<file path="src/rtl/alu_pkg.sv">
// Shared constants for the ALU sequencer: opcodes, flag bit positions, FSM states.
package alu_pkg;
   localparam logic [2:0] OP_ADD  = 3'd0;
   localparam logic [2:0] OP_SUB  = 3'd1;
   localparam logic [2:0] OP_XOR  = 3'd2;
   localparam logic [2:0] OP_SLT  = 3'd3;
   localparam logic [2:0] OP_AND  = 3'd4;
   localparam logic [2:0] OP_NAND = 3'd5;
   localparam logic [2:0] OP_NOR  = 3'd6;
   localparam logic [2:0] OP_OR   = 3'd7;

   localparam int FLAG_OVF  = 2;
   localparam int FLAG_ZERO = 1;
   localparam int FLAG_COUT = 0;
   localparam int NUM_FLAGS = 3;

   typedef enum logic [1:0] {
      ST_IDLE   = 2'd0,
      ST_SETTLE = 2'd1,
      ST_RESP   = 2'd2
   } seq_state_t;
endpackage

</file>
<file path="src/rtl/alu_settle_counter.sv">
// Loadable down-counter timing the ALU settle window; done while the count is zero.
module alu_settle_counter
   import alu_pkg::*;
#(
   parameter int CW = 3
) (
   input  logic          clk,
   input  logic          reset,
   input  logic          load,
   input  logic [CW-1:0] load_value,
   input  logic          dec,
   output logic          done
);
   logic [CW-1:0] count;

   always_ff @(posedge clk) begin
      if (reset)                    count <= '0;
      else if (load)                count <= load_value;
      else if (dec && count != '0)  count <= count - 1'b1;
   end

   assign done = (count == '0);
endmodule

</file>
<file path="src/rtl/alu_op_sequencer.sv">
// Issues one op to the ALU, holds inputs for a settle window, returns captured result/flags.
// Optional ALU_SEQ_ACC_EN: accumulator (last result) may replace operand A per request.
module alu_op_sequencer
   import alu_pkg::*;
#(
   parameter int WIDTH         = 32,
   parameter int SETTLE_CYCLES = 4
) (
   input  logic                 clk,
   input  logic                 reset,
   input  logic                 req_valid,
   output logic                 req_ready,
   input  logic [2:0]           req_command,
   input  logic [WIDTH-1:0]     req_a,
   input  logic [WIDTH-1:0]     req_b,
`ifdef ALU_SEQ_ACC_EN
   input  logic                 req_use_acc,
`endif
   output logic [WIDTH-1:0]     alu_operandA,
   output logic [WIDTH-1:0]     alu_operandB,
   output logic [2:0]           alu_command,
   input  logic [WIDTH-1:0]     alu_result,
   input  logic                 alu_carryout,
   input  logic                 alu_zero,
   input  logic                 alu_overflow,
   output logic                 rsp_valid,
   input  logic                 rsp_ready,
   output logic [WIDTH-1:0]     rsp_result,
   output logic [NUM_FLAGS-1:0] rsp_flags,
   output logic                 busy
);
   // A zero or negative window would never sample; clamp to one cycle.
   localparam int            SC       = (SETTLE_CYCLES < 1) ? 1 : SETTLE_CYCLES;
   localparam int            CW       = $clog2(SC) + 1;
   localparam logic [CW-1:0] LOAD_VAL = CW'(SC - 1);

   seq_state_t       state;
   logic             cnt_load, cnt_done;
   logic [WIDTH-1:0] op_a;

`ifdef ALU_SEQ_ACC_EN
   logic [WIDTH-1:0] acc;
   assign op_a = req_use_acc ? acc : req_a;
`else
   assign op_a = req_a;
`endif

   assign cnt_load = (state == ST_IDLE) && req_valid;

   alu_settle_counter #(.CW(CW)) u_cnt (
      .clk        (clk),
      .reset      (reset),
      .load       (cnt_load),
      .load_value (LOAD_VAL),
      .dec        (state == ST_SETTLE),
      .done       (cnt_done)
   );

   always_ff @(posedge clk) begin
      if (reset) begin
         state        <= ST_IDLE;
         alu_operandA <= '0;
         alu_operandB <= '0;
         alu_command  <= '0;
         rsp_result   <= '0;
         rsp_flags    <= '0;
`ifdef ALU_SEQ_ACC_EN
         acc          <= '0;
`endif
      end else begin
         case (state)
            ST_IDLE: if (req_valid) begin
               alu_operandA <= op_a;
               alu_operandB <= req_b;
               alu_command  <= req_command;
               state        <= ST_SETTLE;
            end
            ST_SETTLE: if (cnt_done) begin
               rsp_result           <= alu_result;
               rsp_flags[FLAG_OVF]  <= alu_overflow;
               rsp_flags[FLAG_ZERO] <= alu_zero;
               rsp_flags[FLAG_COUT] <= alu_carryout;
`ifdef ALU_SEQ_ACC_EN
               acc                  <= alu_result;
`endif
               state                <= ST_RESP;
            end
            ST_RESP: if (rsp_ready) state <= ST_IDLE;
            default: state <= ST_IDLE;
         endcase
      end
   end

   // Handshake outputs come from state alone, never from inputs.
   assign req_ready = (state == ST_IDLE);
   assign rsp_valid = (state == ST_RESP);
   assign busy      = (state != ST_IDLE);
endmodule

</file>
<file path="config.mk">
export PLATFORM = sky130hd
export DESIGN_NAME = alu_op_sequencer
export DESIGN_NICKNAME = d
export VERILOG_FILES = /design/src/rtl/alu_pkg.sv /design/src/rtl/alu_settle_counter.sv /design/src/rtl/alu_op_sequencer.sv
export SDC_FILE = /design/constraint.sdc
export NUM_CORES = 1
export LEC_CHECK = 0
export BUFFER_PORTS_ARGS = -buffer_cell sky130_fd_sc_hd__buf_2
export CAP_MARGIN = 20
export CORE_ASPECT_RATIO = 0.5
export CORE_MARGIN = 8
export CORE_UTILIZATION = 43
export CTS_CLUSTER_SIZE = 24
export DETAILED_ROUTE_END_ITERATION = 8
export GPL_ROUTABILITY_DRIVEN = 0
export GPL_TIMING_DRIVEN = 1
export PLACE_DENSITY = 0.76
export SYNTH_ARGS = -nofsm -noshare
export SYNTH_HDL_FRONTEND = slang
export SYNTH_HIERARCHICAL = 1
export SYNTH_SLANG_ARGS = --single-unit
</file>
<file path="constraint.sdc">
create_clock -name clk -period 1.5 [get_ports clk]
set_input_delay 0.45 -clock clk [delete_from_list [all_inputs] [get_ports clk]]
set_output_delay 0.45 -clock clk [all_outputs]
set_load 0.02 [all_outputs]
</file>
==> impl_metrics.json, run 1 <==
{
  "status": "finished with violations",
  "violations": "setup timing",
  "postSynthAreaPerCell_um2": 10.2,
  "cts_num_sinks": 107,
  "cts_buffers": 9,
  "required_ps": 1050,
  "crit_arrival_ps": 1100,
  "r2r_start": "state[1]$_SDFFE_PP0P_",
  "ys_top_cells_by_count": "nand2b_1, dfxtp_1, mux2i_1",
  "grt_pass1_wl_mm": 19.5,
  "timing.rr.end": "u_cnt/count[2]$_SDFFE_PP0P_",
  "overflow": 0,
  "worstSetupStartpoint": "state[0]$_SDFFE_PP0P_",
  "seqPwrFrac": 0.418,
  "htree_levels": 3,
  "cts_max_path_buffers": 2,
  "cts_root_buf": "clkbuf_16",
  "cts.clk_slew.worst_paths_ps": 70,
  "cp_max_fo": 4,
  "cts_hold_buffers": 0,
  "drv_cap": 0,
  "leakagePower_uw": 0.00311,
  "synth.most_common_cell": "nand2b_1",
  "drt_iter0_markers": 179,
  "top_usage_layer": "met2",
  "tritoncts": "done",
  "antenna_found_initial": 0,
  "viasPerCell": 4.53,
  "grt_pass1_vias": 4104,
  "fp-row-count": 27,
  "ir_drop_mv": 0.546,
  "final_area_um2": 6660,
  "vias": 3839,
  "drc": 0,
  "crit_chain": "or2_4 > inv_2 > buf_6",
  "syn_inst": 478,
  "synth-seq-cells": 107,
  "holdWs_ps": 363,
  "rsz0062_at_grt": "true",
  "core_um2": 11000,
  "grt_max_degree": 95,
  "grt_usage": 0.153,
  "grt_use_met1": 0.154,
  "p_int_uw": 5620,
  "total_power_uw": 7780,
  "crit_family": "flip-flops",
  "areaGrowthSynthToFinish_pct": 37.2,
  "power.density_nw_per_um2": 1170,
  "drive_above_1_share": 0.386,
  "swShare": 0.277,
  "period_share": 1.04,
  "die-area_um2": 15200,
  "wl_per_cell_um": 14.6,
  "hp-class": "input pin to flop",
  "ys_async_sr_fraction": 0,
  "num_antenna_cells": 0,
  "place_area_um2": 6100,
  "crit_buf_inv": 2,
  "yosys.area.top_type": "dfxtp_1",
  "ys_seq_area_frac": 0.441,
  "cp_slowest_stage_delay_ps": 350,
  "pwr-share-comb": 0.250,
  "synth_edf_count": 0,
  "max_freq_mhz": 644,
  "drt_wl_total_mm": 12.4,
  "nFillCells": 941,
  "setup_slack_ps": -53.8,
  "yosys_warnings": 6,
  "num-nets-final": 805,
  "yosysTopAreaCellShare": 0.441,
  "fin_worst_skew_ps": 6.04,
  "final-hold-violation-count": 0,
  "place_inst": 817,
  "first_pass_iters": 4,
  "cp.depth": 3,
  "reg2regPathDepth": 6,
  "netSwitchingPower_uw": 2160,
  "pin_count": 211,
  "io_buffer_count": 210,
  "ys_types": 26,
  "die_w_um": 166,
  "synth.area.top_cells": "dfxtp_1, nand2b_1, mux2i_1",
  "cp_slowest_cell": "dfxtp_4",
  "setup_viol": 2,
  "use_met3": 0.0548,
  "fin_cells": 847,
  "p_clk_frac": 0.332,
  "crit_type": "flop to output pin",
  "use_met2": 0.298,
  "start_kind": "flop",
  "dp_hpwl_mm": 8.88,
  "finalCriticalPeriod_ps": 1550,
  "floorplan.initialDensity": 0.441,
  "yosys_most_used_dff": "dfxtp_1",
  "die-height_um": 91.2,
  "maxSlewViolCount": 0,
  "crit_end": "req_ready",
  "clk_latency_ps": 340,
  "synth_area_um2": 4860,
  "ant_nets": 0,
  "worst_setup_path_end_kind": "output pin",
  "r2r_slack_ps": 70
}
[layout make-up]
class                      instances  area, um^2  area share
clock buffer                      12         256      0.0385
clock inverter                     4        72.6      0.0109
inverter                           5        18.8     0.00282
multi-input combinational        332        2520       0.379
sequential                       107        2150       0.323
tap                              145         181      0.0272
timing repair buffer             242        1460       0.219
[worst min-delay path by stage]
stage | from | slack [ps] | end | cells after the start
after floorplan | u_cnt/count[1]$_SDFFE_PP0P_ | 470 | u_cnt/count[1]$_SDFFE_PP0P_ | 2
after global placement | rsp_result[27]$_SDFFE_PP0P_ | 450 | rsp_result[27]$_SDFFE_PP0P_ | 2
after detailed placement | rsp_result[1]$_SDFFE_PP0P_ | 460 | rsp_result[1]$_SDFFE_PP0P_ | 2
after CTS | req_b[17] | 350 | alu_operandB[17]$_SDFFE_PP0P_ | 3
after global routing | req_a[1] | 350 | alu_operandA[1]$_SDFFE_PP0P_ | 3
final | req_b[17] | 360 | alu_operandB[17]$_SDFFE_PP0P_ | 3
[registers in the layout (all words and copies together), names as in the netlist]
name / flops
alu_command: 3
alu_operandA: 32
alu_operandB: 32
rsp_flags: 3
rsp_result: 32
state: 2
u_cnt/count: 3
[cell usage in the layout, fill, tap and decap left out]
| master | Yosys | layout |
|---|---|---|
| xnor2_1 | 1 | 1 |
| clkbuf_1 | 19 | 1 |
| nor3b_1 | 1 | 1 |
| nand2b_1 | 204 | 204 |
| or2_4 | 0 | 1 |
| clkinv_2 | 0 | 1 |
| inv_2 | 0 | 3 |
| buf_12 | 0 | 6 |
| or3_1 | 2 | 2 |
| a31oi_1 | 2 | 2 |
| dfxtp_2 | 0 | 2 |
| conb_1 | 2 | 3 |
| nor2b_1 | 2 | 2 |
| nor2_1 | 1 | 1 |
| mux2i_1 | 102 | 102 |
| nand2_1 | 2 | 2 |
| and3b_4 | 0 | 1 |
| a21oi_1 | 1 | 1 |
| o21a_1 | 1 | 1 |
| nand3b_1 | 2 | 2 |
| clkbuf_8 | 0 | 2 |
| o21ba_2 | 1 | 1 |
| buf_2 | 3 | 206 |
| ha_4 | 0 | 2 |
| a2111oi_0 | 1 | 1 |
| dfxtp_4 | 0 | 2 |
| buf_4 | 5 | 19 |
| clkbuf_16 | 0 | 12 |
| bufinv_16 | 0 | 2 |
| dfxtp_1 | 107 | 103 |
| clkinvlp_4 | 0 | 1 |
| buf_6 | 8 | 8 |
| inv_1 | 5 | 2 |
| nand2b_4 | 1 | 1 |
| nor3b_4 | 0 | 1 |
[metrics by stage]
| stage | setup TNS, ps | setup WS, ps | utilization |
|---|---|---|---|
| CTS | -103 | -65.0 | 0.590 |
| global route | -196 | -92.8 | 0.605 |
| finish | -82.3 | -53.8 | 0.605 |
| detailed placement | -147 | -29.0 | 0.554 |
| global placement | 0 | 14.7 | 0.554 |
| floorplan | 0 | 4.95 | - |
[cell families (layout without fill, tap and decap cells)]
kind of cell,Yosys count,count (layout),synth area share
compound gates,6,6,0.00902
xor+xnor,1,1,0.00180
fa+ha+maj,2,2,0.00515
buf+inv,40,263,0.0479
flops,107,107,0.441
mux,102,102,0.210
other cells,2,3,0.00155
simple gates,218,218,0.283
[power groups by stage]
stage          Combinational, uW  Clock (uW)  Sequential (uW)
2_1_floorplan                826           0             3620
3_3_place_gp                1720           0             3310
3_5_place_dp                1750           0             3310
4_1_cts                     1810        2660             3250
5_1_grt                     2080        2790             3290
6_report                    1940        2580             3250
[worst register-to-register path: stages, from the launching register on]
cell     delay (ps)
dfxtp_4         370
buf_4           120
nor3b_4          30
buf_4           160
buf_4           130
or3_1           380
a31oi_1         170
[repair_timing]
| action | in CTS | in global routing |
|---|---|---|
| endpoints found under the setup margin | 10 | 85 |
| cloned | 0 | 4 |
| setup buffers | 5 | 5 |
| pin swaps | 1 | 4 |
| gates resized for setup | 12 | 13 |
[routing by layer]
layer  vias up  part of all wire
li1       1958                 -
met3         9             0.058
met2        88              0.53
met1      1784              0.40
met5         -                 0
met4         0            0.0099
Power figures use the tool's default switching activity.
==> run 2, diff against run 1 <==
- CORE_MARGIN: 8 -> 4
- REMOVE_ABC_BUFFERS: unset -> 1
==> run 2 against run 1 <==
  * The run still ends with setup timing left
  * Power is 2.6% lower
  * Non-clock buffer count is 11 lower
  * Critical path depth did not move
  * Core utilization fell by 0.81 points
  * Setup slack about the same
  * Sequential power about the same
  * Combinational power down 5%
  * Worst hold slack gained 0.89 ps
  * Register-to-register slack worse by 110 ps
  * Cell area decreased by 1.3%
  * Global-route usage increased by 0.76 points
  * Largest power group unchanged
==> impl_metrics.json, run 2 (synthesis gave the netlist of run 1 again) <==
{
  "status": "finished with violations",
  "violations": "setup timing",
  "start_kind": "flop",
  "grt_pass1_wl_mm": 17.4,
  "final_cell_mix": "buf_2, nand2b_1, dfxtp_1",
  "dp_hpwl_mm": 8.05,
  "cp_max_fo": 2,
  "crit_end": "req_ready",
  "timing.rr.end": "rsp_result[30]$_SDFFE_PP0P_",
  "areaGrowthSynthToFinish_pct": 35.4,
  "io_buffer_count": 210,
  "fin_worst_skew_ps": 5.93,
  "floorplan.initialDensity": 0.441,
  "drt_iter0_markers": 135,
  "ir_drop_mv": 0.628,
  "drv_cap": 0,
  "overflow": 0,
  "power.density_nw_per_um2": 1150,
  "period_share": 1.04,
  "pin_count": 211,
  "htree_levels": 3,
  "cts_max_path_buffers": 2,
  "antenna_found_initial": 0,
  "finalCriticalPeriod_ps": 1550,
  "setup_slack_ps": -53.5,
  "maxSlewViolCount": 0,
  "hp-class": "input pin to flop",
  "die-height_um": 83.2,
  "wl_per_cell_um": 13.4,
  "cts_num_sinks": 107,
  "max_freq_mhz": 644,
  "top_regs": "alu_operandA x32, alu_operandB x32, rsp_result x32",
  "r2r_start": "u_cnt/count[1]$_SDFFE_PP0P_",
  "required_ps": 1050,
  "pwr-share-comb": 0.243,
  "crit_chain": "or2_4 > inv_2 > buf_6",
  "seqPwrFrac": 0.429,
  "fp-row-count": 27,
  "cp.depth": 3,
  "r2r_slack_ps": -40,
  "crit_buf_inv": 2,
  "cp_slowest_stage_delay_ps": 340,
  "holdWs_ps": 363,
  "p_int_uw": 5430,
  "final-hold-violation-count": 0,
  "cts_buffers": 9,
  "drc": 0,
  "num_antenna_cells": 0,
  "drt_wl_total_mm": 11.2,
  "layout_commonest_cell": "buf_2",
  "die-area_um2": 13200,
  "leakagePower_uw": 0.00305,
  "grt_pass1_vias": 3748,
  "crit_type": "flop to output pin",
  "setup_viol": 16,
  "first_pass_iters": 4,
  "drive_above_1_share": 0.376,
  "ant_nets": 0,
  "worstSetupStartpoint": "state[0]$_SDFFE_PP0P_",
  "num-nets-final": 794,
  "tns_ps": -327,
  "tritoncts": "done",
  "viasPerCell": 4.55,
  "cts_root_buf": "clkbuf_16",
  "p_clk_frac": 0.328,
  "vias": 3804,
  "swShare": 0.282,
  "core_um2": 11000,
  "cts_hold_buffers": 0,
  "clk_latency_ps": 340,
  "rsz0062_at_grt": "true",
  "cts.clk_slew.worst_paths_ps": 70,
  "worst_setup_path_end_kind": "output pin",
  "nFillCells": 926,
  "netSwitchingPower_uw": 2140,
  "grt_usage": 0.160,
  "grt_max_degree": 42,
  "die_w_um": 158,
  "reg2regPathDepth": 6,
  "cp_slowest_cell": "dfxtp_4",
  "crit_family": "flip-flops",
  "crit_arrival_ps": 1100
}
==> run 2: cell types whose count changed in the layout (fill, tap and decap cells not counted) <==
cell / previous run / this run
buf_12: 6 / 8
buf_6: 8 / 4
and3b_4: 1 / 0
clkinv_2: 1 / 0
buf_4: 19 / 10
bufinv_16: 2 / 1
clkinvlp_4: 1 / 2
and3b_2: 0 / 1
clkbuf_8: 2 / 3
==> run 2: cell type report <==
type / count / area, um^2 / share of cell area
tap: 145 / 181 / 0.0276
clock inverter: 3 / 45.0 / 0.00685
inverter: 5 / 18.8 / 0.00285
clock buffer: 13 / 270 / 0.0411
sequential: 107 / 2150 / 0.327
multi-input combinational: 332 / 2520 / 0.383
timing repair buffer: 231 / 1390 / 0.211
==> run 2: metal layers <==
metal,vias up,track usage,part of all wire
li1,1952,-,-
met1,1744,0.181,0.41
met2,87,0.292,0.53
met3,21,0.0416,0.047
met4,0,0.0526,0.022
met5,-,0,0
==> run 2: how the worst min path moves through the flow <==
stage,from,to,slack [ps],cells past startpoint
6_report,req_b[9],alu_operandB[9]$_SDFFE_PP0P_,360,3
5_1_grt,req_b[5],alu_operandB[5]$_SDFFE_PP0P_,360,3
4_1_cts,req_b[5],alu_operandB[5]$_SDFFE_PP0P_,350,3
3_3_place_gp,alu_operandA[26]$_SDFFE_PP0P_,alu_operandA[26]$_SDFFE_PP0P_,450,2
3_5_place_dp,rsp_result[7]$_SDFFE_PP0P_,rsp_result[7]$_SDFFE_PP0P_,460,2
2_1_floorplan,u_cnt/count[1]$_SDFFE_PP0P_,u_cnt/count[1]$_SDFFE_PP0P_,470,2
==> run 2: per-stage QoR <==
step	setup WS (ps)	util	total power (uW)	instance area, um^2	instances
2_1_floorplan	-3340	-	4400	4650	444
3_3_place_gp	64.0	0.554	5000	6100	814
3_5_place_dp	-17.9	0.554	5030	6100	814
4_1_cts	-57.2	0.587	7560	6460	832
5_1_grt	-91.3	0.597	7920	6580	836
6_report	-53.5	0.597	7570	6580	836
==> run 2: what timing repair did <==
action                                  CTS  global route
endpoints found under the hold margin     0             0
buffers inserted                          2             0
gates resized for setup                  12             8
pin swaps                                 2             1
endpoints found under the setup margin    4            40
cloned                                    0             4
==> run 2: power by group through the flow <==
| stage | clock (uW) | combinational [uW] | sequential [uW] |
|---|---|---|---|
| after global placement | 0 | 1690 | 3310 |
| final | 2480 | 1840 | 3250 |
| after CTS | 2550 | 1770 | 3250 |
| after global routing | 2660 | 1980 | 3280 |
| after detailed placement | 0 | 1720 | 3320 |
| after floorplan | 0 | 783 | 3620 |
==> run 2: worst min-delay path, stage by stage <==
cell      delay, ps
buf_2            90
nand2b_1         50
mux2i_1          60
==> run 3, diff against run 2 <==
- CORE_ASPECT_RATIO: 0.5 -> 0.7
==> run 3 against run 2 <==
  * The run still ends with setup timing left
  * Via count up 0.45%
  * Setup slack improved by 2.8 ps
  * Register-to-register slack better by 100 ps
  * Core utilization shrank 0.11 points
  * Wire length grew 2.1%
  * Critical path depth is the same
  * Cell area shrank 0.21%
  * Global-route usage rose by 0.70 points
  * Sequential share of layout area rose by 0.069 points
  * Clock skew is 1.1 ps higher
  * Critical path type unchanged
  * Largest power group unchanged
==> impl_metrics.json, run 3 (synthesis gave the netlist of run 1 again) <==
{
  "num_antenna_cells": 0,
  "hp-class": "input pin to flop",
  "overflow": 0,
  "cts_buffers": 9,
  "layout_commonest_cell": "buf_2",
  "multi_input_comb_area_um2": 2530,
  "vias": 3821,
  "power.density_nw_per_um2": 1140,
  "required_ps": 1050,
  "dp_hpwl_mm": 8.28,
  "violations": "setup timing",
  "max_freq_mhz": 645,
  "final_cell_mix": "buf_2, nand2b_1, dfxtp_1",
  "drt_iter0_markers": 113,
  "wl_per_cell_um": 13.5,
  "floorplan.initialDensity": 0.441,
  "io_buffer_count": 210,
  "drv_cap": 0,
  "drc": 0,
  "nFillCells": 967,
  "areaGrowthSynthToFinish_pct": 35.1,
  "setup_viol": 3,
  "cts_max_path_buffers": 2,
  "grt_use_met1": 0.212,
  "pin_count": 211,
  "antenna_found_initial": 0,
  "grt_usage": 0.167,
  "use_met2": 0.263,
  "die-height_um": 96.9,
  "fp-row-count": 32,
  "drt_wl_total_mm": 11.4,
  "drive_above_1_share": 0.377,
  "ir_drop_mv": 0.687,
  "period_share": 1.03,
  "rsz0062_at_grt": "true",
  "cts_num_sinks": 107,
  "core_um2": 11000,
  "viasPerCell": 4.52,
  "crit_family": "flip-flops",
  "setup_slack_ps": -50.7,
  "fin_worst_skew_ps": 7.04,
  "use_met3": 0.0728,
  "grt_max_degree": 95,
  "cp_slowest_cell": "dfxtp_4",
  "total_power_uw": 7480,
  "leakagePower_uw": 0.00303,
  "grt_pass1_vias": 3839,
  "top_regs": "alu_operandA x32, alu_operandB x32, rsp_result x32",
  "crit_buf_inv": 2,
  "num-nets-final": 795,
  "maxSlewViolCount": 0,
  "holdWs_ps": 361,
  "ant_nets": 0,
  "finalCriticalPeriod_ps": 1550,
  "cts_root_buf": "clkbuf_16",
  "worst_setup_path_end_kind": "output pin",
  "grt_pass1_wl_mm": 18.1,
  "cp_slowest_stage_delay_ps": 350,
  "cp_max_fo": 2,
  "crit_type": "flop to output pin",
  "top_usage_layer": "met2",
  "tns_ps": -78.2,
  "htree_levels": 3,
  "first_pass_iters": 4,
  "start_kind": "flop",
  "seq_area_um2": 2150,
  "cts_hold_buffers": 0,
  "final-hold-violation-count": 0,
  "die_w_um": 135,
  "tritoncts": "done",
  "status": "finished with violations",
  "die-area_um2": 13100,
  "crit_arrival_ps": 1100,
  "cts.clk_slew.worst_paths_ps": 70,
  "clk_latency_ps": 330,
  "crit_chain": "or2_4 > inv_2 > buf_6"
}
-- run 3: changes by cell type in the layout (fill, tap and decap cells not counted), sizes merged --
cell | before | now
clkinvlp | 2 | 3
inv | 5 | 6
buf | 228 | 230
clkbuf | 16 | 13
-- run 3: path summary, 6_finish.rpt --
path	start	end	slack [ps]	depth (start not counted)
setup / recovery	state[0]$_SDFFE_PP0P_	req_ready	-50	3
hold / removal	req_b[8]	alu_operandB[8]$_SDFFE_PP0P_	360	3
setup reg to reg	u_cnt/count[1]$_SDFFE_PP0P_	rsp_result[22]$_SDFFE_PP0P_	60	6
hold reg to reg	alu_operandB[27]$_SDFFE_PP0P_	alu_operandB[27]$_SDFFE_PP0P_	470	2
-- run 3: cell type report --
class                           instances  area share
Clock buffer                           11      0.0355
Clock inverter                          5     0.00934
Multi-Input combinational cell        332       0.386
Sequential cell                       107       0.328
Inverter                                5     0.00286
Timing Repair Buffer                  232       0.209
Tap cell                              153      0.0292
-- run 3: report_power, final --
part | total (uW) | internal [uW] | switching, uW | leakage [uW]
clock | 2350 | 1300 | 1050 | 0.000132
sequential | 3260 | 3110 | 141 | 0.000879
combinational | 1870 | 903 | 971 | 0.00202
-- run 3: stage by stage --
step / util / cell area, um^2 / setup WS [ps] / instances
5_1_grt: 0.596 / 6560 / -91.7 / 845
3_5_place_dp: 0.550 / 6050 / -25.9 / 819
3_3_place_gp: 0.550 / 6050 / 30.1 / 819
2_1_floorplan: - / 4650 / -3340 / 444
6_report: 0.596 / 6560 / -50.7 / 845
4_1_cts: 0.584 / 6430 / -58.3 / 839
-- run 3: tightest hold or removal path, delay by kind of cell --
family                 cells  cell delay [ps]
buffers and inverters      1               90
muxes                      1               60
and+or+nand+nor            1               50
-- run 3: per-layer routing --
layer  share of wire  up-vias
li1                -     1941
met1            0.44     1728
met2            0.45      139
met3            0.10       13
met4           0.011        0
met5               0        -
-- run 3: repair_timing --
item,4_1_cts,5_1_grt
buffers inserted,3,4
setup endpoints to repair,33,46
gates cloned,1,2
pin swaps,1,4
gates resized for setup,15,12
